$ cat src/rtl/uart_pkg.sv
// Shared UART definitions: frame length, default bit timing and rx state encoding.
// Also holds the 3-input majority helper used for bit decisions.
package uart_pkg;

    localparam int UART_LEN             = 8;
    localparam int CLKS_PER_BIT_DEFAULT = 868;

    typedef enum logic [1:0] {
        IDLE  = 2'b00,
        START = 2'b01,
        DATA  = 2'b10,
        STOP  = 2'b11
    } rx_state_t;

    function automatic logic maj3(input logic a, input logic b, input logic c);
        return (a & b) | (a & c) | (b & c);
    endfunction

endpackage

$ cat src/rtl/uart_byte_fifo.sv
// Registered FIFO with no bypass; push is accepted when full only if a pop
// happens in the same cycle, and a pop while empty is ignored.
module uart_byte_fifo
#(
    parameter int WIDTH = 8,
    parameter int DEPTH = 4
) (
    input  logic                     clk,
    input  logic                     rst,
    input  logic                     push,
    input  logic [WIDTH-1:0]         push_data,
    input  logic                     pop,
    output logic [WIDTH-1:0]         head,
    output logic [$clog2(DEPTH):0]   count,
    output logic                     full,
    output logic                     empty
);

    localparam int PTR_W = $clog2(DEPTH);
    localparam logic [PTR_W:0] FULL_CNT = (PTR_W+1)'(DEPTH);

    if (DEPTH < 2 || (DEPTH & (DEPTH - 1)) != 0) begin : g_bad_depth
        $error("uart_byte_fifo: DEPTH must be a power of 2 and >= 2");
    end

    logic [WIDTH-1:0] mem [DEPTH];
    logic [PTR_W-1:0] wr_ptr;
    logic [PTR_W-1:0] rd_ptr;
    logic             do_push;
    logic             do_pop;

    assign full    = (count == FULL_CNT);
    assign empty   = (count == '0);
    assign do_pop  = pop && !empty;
    assign do_push = push && (!full || do_pop);
    assign head    = mem[rd_ptr];

    always_ff @(posedge clk) begin
        if (rst) begin
            wr_ptr <= '0;
            rd_ptr <= '0;
            count  <= '0;
            for (int i = 0; i < DEPTH; i++) begin
                mem[i] <= '0;
            end
        end else begin
            if (do_push) begin
                mem[wr_ptr] <= push_data;
                wr_ptr      <= wr_ptr + PTR_W'(1);
            end
            if (do_pop) begin
                rd_ptr <= rd_ptr + PTR_W'(1);
            end
            unique case ({do_push, do_pop})
                2'b10:   count <= count + (PTR_W+1)'(1);
                2'b01:   count <= count - (PTR_W+1)'(1);
                default: count <= count;
            endcase
        end
    end

endmodule

$ cat src/rtl/uart_rx_frontend.sv
// 8N1 UART receiver with majority-vote sampling, byte FIFO and line status pulses.
// Optional end-of-transfer idle pulse enabled by defining UART_RX_IDLE_TIMEOUT_EN.
module uart_rx_frontend
    import uart_pkg::*;
#(
    parameter int CLKS_PER_BIT = CLKS_PER_BIT_DEFAULT,
    parameter int FIFO_DEPTH   = 4,
    parameter int IDLE_BITS    = 10
) (
    input  logic                          clk,
    input  logic                          rst,
    input  logic                          uart_rx,
    output logic [7:0]                    rx_data,
    output logic                          rx_valid,
    input  logic                          rx_ready,
    output logic [$clog2(FIFO_DEPTH):0]   fifo_count,
    output logic                          rx_busy,
    output logic                          frame_err,
    output logic                          overrun,
    output logic                          rx_idle
);

    localparam int CNT_W = $clog2(CLKS_PER_BIT);
    localparam int H     = CLKS_PER_BIT / 2;

    localparam logic [CNT_W-1:0] SAMP_A = CNT_W'(H - 1);
    localparam logic [CNT_W-1:0] SAMP_B = CNT_W'(H);
    localparam logic [CNT_W-1:0] DECIDE = CNT_W'(H + 1);
    localparam logic [CNT_W-1:0] LAST   = CNT_W'(CLKS_PER_BIT - 1);

    if (CLKS_PER_BIT < 8 || IDLE_BITS < 1) begin : g_bad_param
        $error("uart_rx_frontend: CLKS_PER_BIT must be >= 8 and IDLE_BITS >= 1");
    end

    logic                sync1;
    logic                rx_s;

    rx_state_t           state;
    rx_state_t           state_next;
    logic [CNT_W-1:0]    cnt;
    logic [CNT_W-1:0]    cnt_next;
    logic [2:0]          bit_idx;
    logic [2:0]          bit_next;
    logic [UART_LEN-1:0] shift_reg;
    logic [UART_LEN-1:0] shift_next;
    logic [1:0]          samp;
    logic [1:0]          samp_next;

    logic                vote;
    logic                decide;
    logic                slot_end;
    logic                byte_done;
    logic                stop_bad;

    logic                fifo_full;
    logic                fifo_empty;
    logic                pop_fire;
    logic                frame_err_q;
    logic                overrun_q;

    always_ff @(posedge clk) begin
        if (rst) begin
            sync1 <= 1'b1;
            rx_s  <= 1'b1;
        end else begin
            sync1 <= uart_rx;
            rx_s  <= sync1;
        end
    end

    // The third sample is the live rx_s on the decision cycle itself.
    assign vote     = maj3(samp[1], samp[0], rx_s);
    assign decide   = (cnt == DECIDE);
    assign slot_end = (cnt == LAST);

    always_ff @(posedge clk) begin
        if (rst) begin
            state     <= IDLE;
            cnt       <= '0;
            bit_idx   <= '0;
            shift_reg <= '0;
            samp      <= '0;
        end else begin
            state     <= state_next;
            cnt       <= cnt_next;
            bit_idx   <= bit_next;
            shift_reg <= shift_next;
            samp      <= samp_next;
        end
    end

    always_comb begin
        state_next = state;
        cnt_next   = cnt;
        bit_next   = bit_idx;
        shift_next = shift_reg;
        samp_next  = samp;
        byte_done  = 1'b0;
        stop_bad   = 1'b0;

        if (state != IDLE && (cnt == SAMP_A || cnt == SAMP_B)) begin
            samp_next = {samp[0], rx_s};
        end

        unique case (state)
            IDLE: begin
                cnt_next = '0;
                if (!rx_s) begin
                    state_next = START;
                end
            end
            START: begin
                cnt_next = cnt + CNT_W'(1);
                if (decide && vote) begin
                    state_next = IDLE;
                    cnt_next   = '0;
                end else if (slot_end) begin
                    state_next = DATA;
                    cnt_next   = '0;
                    bit_next   = '0;
                end
            end
            DATA: begin
                cnt_next = cnt + CNT_W'(1);
                if (decide) begin
                    shift_next[bit_idx] = vote;
                end
                if (slot_end) begin
                    cnt_next = '0;
                    if (bit_idx == 3'(UART_LEN - 1)) begin
                        state_next = STOP;
                    end else begin
                        bit_next = bit_idx + 3'd1;
                    end
                end
            end
            STOP: begin
                cnt_next = cnt + CNT_W'(1);
                // Leave at the decision so a following start edge is not missed.
                if (decide) begin
                    state_next = IDLE;
                    cnt_next   = '0;
                    byte_done  = vote;
                    stop_bad   = !vote;
                end
            end
        endcase
    end

    uart_byte_fifo #(
        .WIDTH (UART_LEN),
        .DEPTH (FIFO_DEPTH)
    ) u_fifo (
        .clk       (clk),
        .rst       (rst),
        .push      (byte_done),
        .push_data (shift_reg),
        .pop       (rx_ready),
        .head      (rx_data),
        .count     (fifo_count),
        .full      (fifo_full),
        .empty     (fifo_empty)
    );

    assign rx_valid = !fifo_empty;
    assign rx_busy  = (state != IDLE);
    assign pop_fire = rx_valid && rx_ready;

    always_ff @(posedge clk) begin
        if (rst) begin
            frame_err_q <= 1'b0;
            overrun_q   <= 1'b0;
        end else begin
            frame_err_q <= stop_bad;
            overrun_q   <= byte_done && fifo_full && !pop_fire;
        end
    end

    assign frame_err = frame_err_q;
    assign overrun   = overrun_q;

`ifdef UART_RX_IDLE_TIMEOUT_EN
    localparam int IDLE_CYCLES = IDLE_BITS * CLKS_PER_BIT;
    localparam int IDLE_W      = $clog2(IDLE_CYCLES + 1);

    logic [IDLE_W-1:0] idle_cnt;
    logic              armed;
    logic              idle_line;
    logic              idle_fire;
    logic              push_ok;
    logic              rx_idle_q;

    assign idle_line = (state == IDLE) && rx_s;
    assign push_ok   = byte_done && (!fifo_full || pop_fire);
    assign idle_fire = armed && idle_line
                     && (idle_cnt == IDLE_W'(IDLE_CYCLES - 1));

    always_ff @(posedge clk) begin
        if (rst) begin
            idle_cnt  <= '0;
            armed     <= 1'b0;
            rx_idle_q <= 1'b0;
        end else begin
            if (!idle_line) begin
                idle_cnt <= '0;
            end else if (idle_cnt != IDLE_W'(IDLE_CYCLES)) begin
                idle_cnt <= idle_cnt + IDLE_W'(1);
            end
            if (push_ok) begin
                armed <= 1'b1;
            end else if (idle_fire) begin
                armed <= 1'b0;
            end
            rx_idle_q <= idle_fire;
        end
    end

    assign rx_idle = rx_idle_q;
`else
    assign rx_idle = 1'b0;
`endif

endmodule
$ cat config.mk
export PLATFORM = sky130hd
export DESIGN_NAME = uart_rx_frontend
export DESIGN_NICKNAME = d
export VERILOG_FILES = /design/src/rtl/uart_pkg.sv /design/src/rtl/uart_byte_fifo.sv /design/src/rtl/uart_rx_frontend.sv
export SDC_FILE = /design/constraint.sdc
export NUM_CORES = 1
export LEC_CHECK = 0
export ABC_CLOCK_PERIOD_IN_PS = 2400
export CAP_MARGIN = 20
export CORE_MARGIN = 2
export CORE_UTILIZATION = 45
export CTS_BUF_LIST = sky130_fd_sc_hd__clkbuf_4
export CTS_CLUSTER_DIAMETER = 120
export DETAILED_ROUTE_END_ITERATION = 6
export MAX_ROUTING_LAYER = met4
export PLACE_DENSITY = 0.66
export SLEW_MARGIN = 20
export SYNTH_ARGS = -nofsm -noshare
export SYNTH_HDL_FRONTEND = slang
export SYNTH_SLANG_ARGS = --single-unit
$ cat constraint.sdc
create_clock -name clk -period 2.4 [get_ports clk]
set_input_delay 0.24 -clock clk [delete_from_list [all_inputs] [get_ports clk]]
set_output_delay 0.24 -clock clk [all_outputs]
set_load 0.03 [all_outputs]
# Word level (Yosys, flattened, before mapping)
# Memory sizes are Yosys's and may differ from the RTL's. A register that Yosys moved wholly into a read port is not among the register bits.
# Index checks and enable logic that the tools add are counted.
# op_classes
n_addsub	6
magnitude_cmp	2
n_eq_ne	19
muxes	32
bitwise_logic	7
n_reduce_logical	23
# op_table
operator	count
case mux 10 bit (4 select lines)	1
== test 10 x 9 -> 1 bit (second input constant)	3
two-way mux 10 bit	3
two-way mux 2 bit	9
!= test 2 bit (second input constant)	7
two-way mux 3 bit	4
case mux 3 bit (2 select lines)	2
adder 10 x 1 -> 10 bit (second input constant)	1
== test 10 bit (second input constant)	1
AND reduction 5 bit	2
two-way mux 1 bit	9
bitwise mux 8 bit	1
two-way mux 8 bit	1
case mux 2 bit (4 select lines)	1
OR reduction 8 bit	1
logical AND 1 bit	7
adder 3 x 1 -> 3 bit (second input constant)	2
== test 2 bit (second input constant)	3
== test 3 bit (second input constant)	2
nonzero test 2 bit	3
adder 2 x 1 -> 2 bit (second input constant)	2
== test 2 x 1 -> 1 bit (second input constant)	2
logical NOT 1 bit	4
less-than comparator 3 x 4 -> 1 bit (second input constant)	1
other kinds (12)	17
# word_totals
ff_bits	36
ramBits	32
wordCells	102
memories	1
# memory_table
memory	words	width	read_ports	rd_ports_with_merged_regs	wr	line	rtl
u_fifo.mem	4	8	1	1	4	uart_byte_fifo.sv:26	logic [WIDTH-1:0] mem [DEPTH];

# Logic depth before layout (Yosys ltp)
# Gate-level depths: netlist of run 1.
# logic_depth
word_depth	11
depth_mapped	9
mapped_depth_nobuf	9

# Hierarchy
# From an unflattened synthesis of run 1, not the netlist that was laid out.
# unflattened
hier_cells	304
hier_area_um2	3325.7
# by_module_without_submodules
module	instances	cells_per_inst	area_per_inst_um2
uart_byte_fifo	1	131	1853.0
uart_rx_frontend	1	173	1472.7

# Worst setup path after synthesis of run 1
# Ideal clock, no wire load.
# synth_path
kind	flip-flop to flip-flop
startpoint	reg u_fifo.count[0]
endpoint	reg u_fifo.count[2]
setup_ps	93
arrival_ps	2726
required_time_ps	2307
setup_slack_ps	-419
stages_incl_launch_ff	9
period_less_slack_ps	2819
cell_sequence	dfxtp_1 or3_1 and2_1 o21a_1 inv_1 fa_1 or4_4 o21a_1 o311ai_2
# synth_via
elab_chain_len	7
word_cells_on_any_way	13
# synth_rtl
element	line	rtl
start, declared	uart_byte_fifo.sv:14	output logic [$clog2(DEPTH):0] count,
start signal, assigned	uart_byte_fifo.sv:55	2'b10: count <= count + (PTR_W+1)'(1);
start signal, assigned	uart_byte_fifo.sv:56	2'b01: count <= count - (PTR_W+1)'(1);
start signal, assigned	uart_byte_fifo.sv:57	default: count <= count;
logical NOT 3 bit *	uart_byte_fifo.sv:33	assign empty = (count == '0);
logical NOT 1 bit *	-	
via rx_valid	uart_rx_frontend.sv:14	output logic rx_valid,
logical AND 1 bit *	uart_byte_fifo.sv:34	assign do_pop = pop && !empty;
logical OR 1 bit	uart_byte_fifo.sv:35	assign do_push = push && (!full || do_pop);
logical AND 1 bit	uart_byte_fifo.sv:35	
== test 2 x 1 -> 1 bit or == test 2 bit (tied branches)	uart_byte_fifo.sv:54	unique case ({do_push, do_pop})
case mux 3 bit (2 select lines) or nonzero test 2 bit (tied branches)	-	
# The timed path passes the listed nets; every way through them passes the cells marked *.
# A chain may end at the register's enable or synchronous reset.

==> report_table.html, run 1 <==
<table>
<tr><th>Metric</th><th>Value</th></tr>
<tr><th colspan="2">Logic synthesis</th></tr>
<tr><td>Adder-Cell Fraction of Synth Area</td><td>0.0278</td></tr>
<tr><td>Xor/xnor cell area share of the yosys netlist</td><td>0.0316</td></tr>
<tr><td>Post-synthesis async set-or-reset flop share</td><td>0</td></tr>
<tr><td>Main combinational cell family by area after synthesis</td><td>simple AND/OR/NAND/NOR gates</td></tr>
<tr><td>Syn Nets</td><td>300</td></tr>
<tr><td>Register area share after synthesis</td><td>0.517</td></tr>
<tr><td>Combined area of all synthesized cells</td><td>3330 µm²</td></tr>
<tr><td>Post-synthesis compound-gate area fraction</td><td>0.0503</td></tr>
<tr><td>Number of synthesized flops with an enable pin</td><td>32</td></tr>
<tr><td>Distinct cell type count of the synthesized netlist</td><td>57</td></tr>
<tr><td>Fraction of synthesized area in multiplexers</td><td>0.0841</td></tr>
<tr><td>Gate count of the mapped netlist</td><td>290</td></tr>
<tr><td>Number of register bits inferred by synthesis</td><td>70</td></tr>
<tr><td>Warnings, synthesis</td><td>0</td></tr>
<tr><td>Mean cell area of the mapped netlist</td><td>11.5 µm²</td></tr>
<tr><td>Post-Synth Simple-Gate Area</td><td>0.249</td></tr>
<tr><td>Synth Flop Type</td><td>dfxtp_1</td></tr>
<tr><th colspan="2">Power</th></tr>
<tr><td>Int Power</td><td>1.52 mW</td></tr>
<tr><td>Proportion of power drawn by combinational gates</td><td>0.045</td></tr>
<tr><td>Power density over cell area</td><td>513 nW/µm²</td></tr>
<tr><td>Clock power frac</td><td>0.315</td></tr>
<tr><td>Psw</td><td>481 µW</td></tr>
<tr><td>Leakage</td><td>1.39 nW</td></tr>
<tr><td>Design Power</td><td>2.00 mW</td></tr>
<tr><td>Switching Fraction</td><td>0.241</td></tr>
<tr><td>Largest vdd supply drop</td><td>0.000226 V</td></tr>
<tr><td>Sequential fraction of design power</td><td>0.640</td></tr>
<tr><th colspan="2">Clock network</th></tr>
<tr><td>Number of clock buffers inserted by TritonCTS</td><td>9</td></tr>
<tr><td>Number of hold buffers added after CTS</td><td>0</td></tr>
<tr><td>Level count of the clock H-tree</td><td>3</td></tr>
<tr><td>Number of clock sinks</td><td>70</td></tr>
<tr><td>Clock-pin slew on the worst setup and hold paths</td><td>0.11 ns</td></tr>
<tr><td>CTS tree</td><td>yes</td></tr>
<tr><td>Maximum number of buffers from clock root to sink</td><td>2</td></tr>
<tr><td>Worst-skew pair later-pin latency</td><td>0.42 ns</td></tr>
<tr><td>Clock root buffer</td><td>clkbuf_4</td></tr>
<tr><th colspan="2">Timing</th></tr>
<tr><td>Fmax</td><td>0.436 GHz</td></tr>
<tr><td>Final critical-path share of the clock period</td><td>0.956</td></tr>
<tr><td>Final hold violations</td><td>0</td></tr>
<tr><td>Post-route setup slack</td><td>0.106 ns</td></tr>
<tr><td>Final setup TNS</td><td>0 ns</td></tr>
<tr><td>Number of pins with negative max-slew slack in the final report</td><td>0</td></tr>
<tr><td>Minimum period implied by the final worst setup slack</td><td>2.29 ns</td></tr>
<tr><td>Number of failing setup endpoints in the final timing report</td><td>0</td></tr>
<tr><td>Unrepaired setup endpoints after global routing</td><td>no</td></tr>
<tr><td>Layout Skew</td><td>0.0106 ns</td></tr>
<tr><th colspan="2">Setup path</th></tr>
<tr><td>Maximum cell stage delay along the critical path</td><td>0.60 ns</td></tr>
<tr><td>Crit end category</td><td>primary output</td></tr>
<tr><td>Crit Reg-Reg Startpoint</td><td>cnt[1]</td></tr>
<tr><td>Sort of element at the start of the critical path</td><td>flip-flop</td></tr>
<tr><td>Required @ worst endpoint</td><td>2.16 ns</td></tr>
<tr><td>Delay-heaviest family, CP</td><td>buffers and inverters</td></tr>
<tr><td>Worst Setup Path Type</td><td>flip-flop to primary output</td></tr>
<tr><td>Worst Reg-to-Reg Cells</td><td>9</td></tr>
<tr><td>Minimum setup slack among reg-to-reg paths</td><td>0.11 ns</td></tr>
<tr><td>Worst path slowest cell</td><td>clkdlybuf4s50_1</td></tr>
<tr><td>Buffers &amp; Inverters on Critical Path</td><td>2</td></tr>
<tr><td>Crit path DAT</td><td>2.05 ns</td></tr>
<tr><td>Maximum fanout along the worst path</td><td>8</td></tr>
<tr><td>End of the worst register-to-register path</td><td>u_fifo.count[2]</td></tr>
<tr><td>Cells along the critical path</td><td>buf_4 &gt; mux4_2 &gt; clkdlybuf4s50_1</td></tr>
<tr><th colspan="2">Floorplanning</th></tr>
<tr><td>Core box area</td><td>7210 µm²</td></tr>
<tr><td>Boundary Pins</td><td>20</td></tr>
<tr><td>Width of the chip</td><td>90.0 µm</td></tr>
<tr><td>Die outline height</td><td>90.0 µm</td></tr>
<tr><td>Initial Util</td><td>0.462</td></tr>
<tr><td>Number of placement rows</td><td>31</td></tr>
<tr><td>Overall die area</td><td>8110 µm²</td></tr>
<tr><th colspan="2">Placement</th></tr>
<tr><td>Final weighted congestion of routability-driven global placement</td><td>0.773</td></tr>
<tr><td>Number of port buffers</td><td>18</td></tr>
<tr><td>Placed wire-length estimate after detailed placement</td><td>4.28 mm</td></tr>
<tr><td>Post-place setup slack</td><td>-0.0110 ns</td></tr>
<tr><th colspan="2">Route</th></tr>
<tr><td>Count of vias placed by the detailed router</td><td>2216</td></tr>
<tr><td>DRT antenna net count</td><td>0</td></tr>
<tr><td>DR iter-0 viols</td><td>73</td></tr>
<tr><td>Mean number of vias per cell</td><td>5.13</td></tr>
<tr><td>Final Routed Wirelength</td><td>6.23 mm</td></tr>
<tr><td>Detailed-route DRC error count</td><td>0</td></tr>
<tr><td>Average routed wire per standard cell</td><td>14.4 µm</td></tr>
<tr><td>Router iterations before antenna repair</td><td>4</td></tr>
<tr><th colspan="2">Layout</th></tr>
<tr><td>Share of final-layout standard cells stronger than drive strength 1</td><td>0.255</td></tr>
<tr><td>Final net count</td><td>339</td></tr>
<tr><td>Layout area overhead</td><td>16.9%</td></tr>
<tr><td>Antenna Diode Count</td><td>0</td></tr>
<tr><td>Most common library cell in the layout ignoring fill and taps</td><td>nor2_1</td></tr>
<tr><td>Top library cells by usage in the layout, fill and taps aside</td><td>nor2_1 (35), and2_1 (34), edfxtp_1 (32), dfxtp_1 (30), buf_4 (28)</td></tr>
<tr><td>Flip-flop count of the largest register, all copies and words added</td><td>32</td></tr>
<tr><th colspan="2">Hold path</th></tr>
<tr><td>Hold Crit Depth</td><td>2</td></tr>
<tr><td>Hold worst-path end</td><td>sync1</td></tr>
<tr><td>Start point of the worst hold path</td><td>uart_rx</td></tr>
<tr><td>Worst Hold Class</td><td>input pin to flip-flop</td></tr>
<tr><th colspan="2">Global route</th></tr>
<tr><td>Global-route congestion overflow total</td><td>0</td></tr>
<tr><td>Wire length of the first global-routing pass</td><td>10.7 mm</td></tr>
<tr><td>Number of antenna violations at the first check in global routing</td><td>0</td></tr>
<tr><td>Vias in the first global route</td><td>2211</td></tr>
<tr><td>Maximum number of pins on one net before global-route repair</td><td>33</td></tr>
<tr><td>Overall track demand over capacity in global routing</td><td>0.170</td></tr>
<tr><th colspan="2">Flow run</th></tr>
<tr><td>Number of max-capacitance violations reported</td><td>0</td></tr>
<tr><th colspan="2">Status</th></tr>
<tr><td>Result of the run</td><td>complete, no violations</td></tr>
</table>
==> power groups by stage <==
stage | Sequential, mW | Clock (mW) | Combinational, mW
after floorplan | 1.30 | 0 | 0.0565
after global routing | 1.28 | 0.702 | 0.0955
final | 1.28 | 0.629 | 0.0900
after CTS | 1.28 | 0.645 | 0.0896
after global placement | 1.30 | 0 | 0.0888
after detailed placement | 1.31 | 0 | 0.0894
==> kinds of logic after synthesis <==
logic type / count (synthesis)
and+or+nand+nor: 134
buffers and inverters: 27
AOI/OAI and AO/OA: 21
other: 1
xor gates and xnor gates: 12
muxes: 18
DFF: 70
adders and majority gates: 7
==> worst register-to-register path, stage by stage, from the launching register on <==
cell       delay (ns)
dfxtp_2          0.37
ha_4             0.16
nor3b_4          0.16
nand4_4          0.10
o21a_1           0.14
inv_2            0.05
fa_2             0.40
or4_4            0.50
o2111ai_1        0.16
o311ai_2         0.14
==> timing repair <==
action | in CTS | in global routing
endpoints found under the hold margin | 0 | 0
setup endpoints to repair | 0 | 17
gates resized for setup | 0 | 9
setup buffers | 0 | 7
==> Yosys cell counts, drive strengths merged (2+ instances only) <==
cell / instances / area (µm²)
dfxtp: 38 / 761
and2: 35 / 219
nor2: 35 / 131
edfxtp: 32 / 961
nand2: 12 / 52.6
buf: 11 / 70.1
mux2i: 10 / 100
inv: 8 / 30.0
mux4: 8 / 180
nor3: 8 / 45.0
clkbuf: 7 / 27.5
nand3: 7 / 35.0
nor4: 7 / 65.1
xnor2: 6 / 52.6
xor2: 6 / 52.6
ha: 5 / 62.6
nor4b: 5 / 43.8
or2: 5 / 31.3
nand4: 4 / 40.0
a31o: 3 / 26.3
o211ai: 3 / 27.5
o21a: 3 / 22.5
o21ai: 3 / 15.0
a21oi: 2 / 10.0
and3b: 2 / 17.5
and4: 2 / 20.0
nand4b: 2 / 17.5
nor3b: 2 / 37.5
o2111ai: 2 / 17.5
o41ai: 2 / 17.5
==> worst max path at each step <==
stage	startpoint	endpoint	slack, ns	depth (start not counted)
after floorplan	cnt[0]	u_fifo.count[2]	0.02	9
after global placement	rx_ready	u_fifo.count[2]	0.04	8
after detailed placement	rx_ready	u_fifo.count[2]	-0.01	8
after CTS	samp[0]	u_fifo.count[2]	0.02	8
after global routing	rx_s	u_fifo.count[2]	0.002	8
final	flip-flop	rx_data[7]	0.11	3
==> per-layer routing <==
| metal | routed length [µm] | part of all wire | track usage |
|---|---|---|---|
| met3 | 158 | 0.025 | 0.0360 |
| met2 | 3060 | 0.49 | 0.273 |
| met1 | 2900 | 0.46 | 0.210 |
| met5 | 0 | 0 | - |
| met4 | 123 | 0.020 | 0.0692 |
==> layout make-up <==
class	instances	area, µm²
repair buffers	46	390
fillers	634	3320
clock buffers	10	75.1
well taps	99	124
clock inverters	5	27.5
multi-input cells	193	1510
inverters	9	33.8
flip-flops and latches	70	1740
==> stage by stage <==
stage | hold WS (ns) | cell area [µm²] | std cells | util
finish | 0.378 | 3890 | 432 | 0.540
global route | 0.359 | 3890 | 432 | 0.540
CTS | 0.362 | 3820 | 425 | 0.530
detailed placement | 0.409 | 3720 | 410 | 0.515
global placement | 0.402 | 3720 | 410 | 0.515
floorplan | 0.344 | 3350 | 290 | -
Power figures use the tool's default switching activity.
==> run 2, diff against run 1 <==
SLEW_MARGIN = default   (was 20)
SYNTH_HIERARCHICAL = 1   (was default)
==> report_table.html, run 2 <==
<table>
<tr><th>Metric</th><th>Value</th></tr>
<tr><th colspan="2">Route</th></tr>
<tr><td>Mean number of vias per cell</td><td>5.25</td></tr>
<tr><td>DR iter-0 viols</td><td>109</td></tr>
<tr><td>Final Routed Wirelength</td><td>6.32 mm</td></tr>
<tr><td>Count of vias placed by the detailed router</td><td>2342</td></tr>
<tr><td>Detailed-route DRC error count</td><td>0</td></tr>
<tr><td>Router iterations before antenna repair</td><td>4</td></tr>
<tr><td>Average routed wire per standard cell</td><td>14.2 µm</td></tr>
<tr><td>DRT antenna net count</td><td>0</td></tr>
<tr><th colspan="2">Timing</th></tr>
<tr><td>Worst hold slack</td><td>0.399 ns</td></tr>
<tr><td>Fmax</td><td>0.435 GHz</td></tr>
<tr><td>Minimum period implied by the final worst setup slack</td><td>2.30 ns</td></tr>
<tr><td>Final hold violations</td><td>0</td></tr>
<tr><td>Number of pins with negative max-slew slack in the final report</td><td>0</td></tr>
<tr><td>Slew HR</td><td>0.441</td></tr>
<tr><td>Post-route setup slack</td><td>0.0996 ns</td></tr>
<tr><td>Number of failing setup endpoints in the final timing report</td><td>0</td></tr>
<tr><td>Layout Skew</td><td>0.0132 ns</td></tr>
<tr><td>Final critical-path share of the clock period</td><td>0.958</td></tr>
<tr><td>Transition time at the pin with the least slew margin</td><td>0.837 ns</td></tr>
<tr><th colspan="2">Layout</th></tr>
<tr><td>Layout area overhead</td><td>19.0%</td></tr>
<tr><td>Final net count</td><td>353</td></tr>
<tr><td>Antenna Diode Count</td><td>0</td></tr>
<tr><td>Number of filler cells placed in the layout</td><td>640</td></tr>
<tr><td>Most common library cell in the layout ignoring fill and taps</td><td>dfxtp_1</td></tr>
<tr><td>Final cell utilization of the core</td><td>0.549</td></tr>
<tr><td>Count of placed standard cells in the final layout, fillers left out</td><td>446</td></tr>
<tr><td>Share of final-layout standard cells stronger than drive strength 1</td><td>0.219</td></tr>
<tr><td>Flip-flop count of the largest register, all copies and words added</td><td>32</td></tr>
<tr><td>Top library cells by usage in the layout, fill and taps aside</td><td>dfxtp_1 (35), and2_1 (33), edfxtp_1 (32), buf_4 (23)</td></tr>
<tr><th colspan="2">Global route</th></tr>
<tr><td>Overall track demand over capacity in global routing</td><td>0.168</td></tr>
<tr><td>Number of antenna violations at the first check in global routing</td><td>0</td></tr>
<tr><td>Wire length of the first global-routing pass</td><td>10.7 mm</td></tr>
<tr><td>Vias in the first global route</td><td>2290</td></tr>
<tr><td>Maximum number of pins on one net before global-route repair</td><td>37</td></tr>
<tr><td>Global-route congestion overflow total</td><td>0</td></tr>
<tr><th colspan="2">Hold path</th></tr>
<tr><td>Worst Hold Class</td><td>input pin to flip-flop</td></tr>
<tr><th colspan="2">Setup path</th></tr>
<tr><td>Worst Setup Path Type</td><td>flip-flop to primary output</td></tr>
<tr><td>Delay-heaviest family, CP</td><td>buffers and inverters</td></tr>
<tr><td>Worst path slowest cell</td><td>clkdlybuf4s50_1</td></tr>
<tr><td>Cells along the critical path</td><td>buf_4 &gt; mux4_2 &gt; clkdlybuf4s50_1</td></tr>
<tr><td>Crit end category</td><td>primary output</td></tr>
<tr><td>Sort of element at the start of the critical path</td><td>flip-flop</td></tr>
<tr><td>Maximum fanout along the worst path</td><td>8</td></tr>
<tr><td>Buffers &amp; Inverters on Critical Path</td><td>2</td></tr>
<tr><td>Maximum cell stage delay along the critical path</td><td>0.61 ns</td></tr>
<tr><td>Crit path DAT</td><td>2.06 ns</td></tr>
<tr><td>Required @ worst endpoint</td><td>2.16 ns</td></tr>
<tr><th colspan="2">Floorplanning</th></tr>
<tr><td>Width of the chip</td><td>90.0 µm</td></tr>
<tr><td>Number of placement rows</td><td>31</td></tr>
<tr><td>Core box area</td><td>7210 µm²</td></tr>
<tr><td>Overall die area</td><td>8090 µm²</td></tr>
<tr><td>Die outline height</td><td>90.0 µm</td></tr>
<tr><td>Boundary Pins</td><td>20</td></tr>
<tr><td>Initial Util</td><td>0.461</td></tr>
<tr><th colspan="2">Logic synthesis</th></tr>
<tr><td>Top cells by count, synth</td><td>dfxtp_1 (38), and2_1 (33), edfxtp_1 (32), nor2_1 (19)</td></tr>
<tr><td>Area share of the largest cell type after synthesis</td><td>0.289</td></tr>
<tr><td>Mean cell area of the mapped netlist</td><td>10.9 µm²</td></tr>
<tr><td>Register area share after synthesis</td><td>0.518</td></tr>
<tr><td>Yosys top cell by area</td><td>edfxtp_1</td></tr>
<tr><td>Distinct cell type count of the synthesized netlist</td><td>54</td></tr>
<tr><td>Synth Flop Type</td><td>dfxtp_1</td></tr>
<tr><td>Number of register bits inferred by synthesis</td><td>70</td></tr>
<tr><td>Combined area of all synthesized cells</td><td>3330 µm²</td></tr>
<tr><td>Cell with the most instances after synthesis</td><td>dfxtp_1</td></tr>
<tr><td>Cell types occupying the most area after synthesis</td><td>edfxtp_1 (29%), dfxtp_1 (23%), and2_1 (6.2%)</td></tr>
<tr><td>Warnings, synthesis</td><td>6</td></tr>
<tr><td>Post-synthesis async set-or-reset flop share</td><td>0</td></tr>
<tr><td>Syn Nets</td><td>315</td></tr>
<tr><td>Gate count of the mapped netlist</td><td>304</td></tr>
<tr><td>Number of synthesized flops with an enable pin</td><td>32</td></tr>
<tr><th colspan="2">Clock network</th></tr>
<tr><td>Number of clock buffers inserted by TritonCTS</td><td>9</td></tr>
<tr><td>Level count of the clock H-tree</td><td>3</td></tr>
<tr><td>Number of clock sinks</td><td>70</td></tr>
<tr><td>Clock-pin slew on the worst setup and hold paths</td><td>0.11 ns</td></tr>
<tr><td>Clock root buffer</td><td>clkbuf_4</td></tr>
<tr><td>Worst-skew pair later-pin latency</td><td>0.40 ns</td></tr>
<tr><td>CTS tree</td><td>yes</td></tr>
<tr><td>Maximum number of buffers from clock root to sink</td><td>2</td></tr>
<tr><td>Number of hold buffers added after CTS</td><td>0</td></tr>
<tr><th colspan="2">Power</th></tr>
<tr><td>Largest vdd supply drop</td><td>0.000246 V</td></tr>
<tr><td>Power density over cell area</td><td>536 nW/µm²</td></tr>
<tr><td>Leakage</td><td>1.36 nW</td></tr>
<tr><td>Design Power</td><td>2.12 mW</td></tr>
<tr><th colspan="2">Placement</th></tr>
<tr><td>Post-place setup slack</td><td>-0.0131 ns</td></tr>
<tr><td>Final weighted congestion of routability-driven global placement</td><td>0.853</td></tr>
<tr><td>Number of port buffers</td><td>18</td></tr>
<tr><td>Placed cell count</td><td>429</td></tr>
<tr><td>Placed wire-length estimate after detailed placement</td><td>4.51 mm</td></tr>
<tr><th colspan="2">Flow run</th></tr>
<tr><td>Number of max-capacitance violations reported</td><td>0</td></tr>
<tr><th colspan="2">Status</th></tr>
<tr><td>Result of the run</td><td>complete, no violations</td></tr>
</table>
-- run 2: changes by cell type after synthesis, sizes merged, moves of 6 or more --
cell,previous run,this run
a21oi,2,15
nor3,8,16
buf,11,5
o21ai,3,12
nor2,35,19
inv,8,14
mux2i,10,0
-- run 2: report_power, final --
group | leakage [nW] | switching, mW | internal [mW]
Clock | 0.0715 | 0.411 | 0.310
Sequential | 0.639 | 0.0228 | 1.27
Combinational | 0.646 | 0.0652 | 0.0420
-- run 2: per-layer routing --
metal  track usage  wire length, µm  vias to the layer above
met5             -                0                        -
met4        0.0679              124                        0
met1         0.203             2770                     1096
li1              -                -                     1188
met3        0.0310              217                       13
met2         0.281             3210                       45
-- run 2: kinds of logic (layout without fill, tap and decap cells) --
kind of cell,after synthesis,count (layout),synth area share
muxes,9,9,0.0576
xor gates and xnor gates,11,11,0.0290
DFF,70,70,0.518
buffers and inverters,29,72,0.0369
AOI/OAI and AO/OA,42,42,0.0805
and+or+nand+nor,134,134,0.246
adders and majority gates,8,8,0.0316
other,1,1,0.00113
-- run 2: final timing paths --
path	start	end	slack, ns	depth (start not counted)
setup / recovery	flip-flop	rx_data[1]	0.1	3
hold reg to reg	sync1	rx_s	0.42	1
hold / removal	uart_rx	sync1	0.40	2
setup reg to reg	cnt[1]	u_fifo/count[2]	0.15	12
-- run 2: what timing repair did --
action,in CTS,in global routing
gates resized for setup,0,7
endpoints found under the setup margin,0,3
buffers inserted,0,1
-- run 2: layout make-up --
cell class | count | area, µm² | share of cell area
Sequential cell | 70 | 1730 | 0.436
Multi-Input combinational cell | 205 | 1550 | 0.392
Timing Repair Buffer | 42 | 373 | 0.0942
Tap cell | 99 | 124 | 0.0313
Clock buffer | 9 | 67.6 | 0.0171
Clock inverter | 7 | 65.1 | 0.0164
Inverter | 14 | 52.6 | 0.0133
-- run 2: per-stage QoR --
step	TNS (ns)	cell area [µm²]
global placement	0	3800
CTS	0	3930
detailed placement	-0.0131	3800
finish	0	3960
floorplan	0	3380
global route	-0.00945	3960
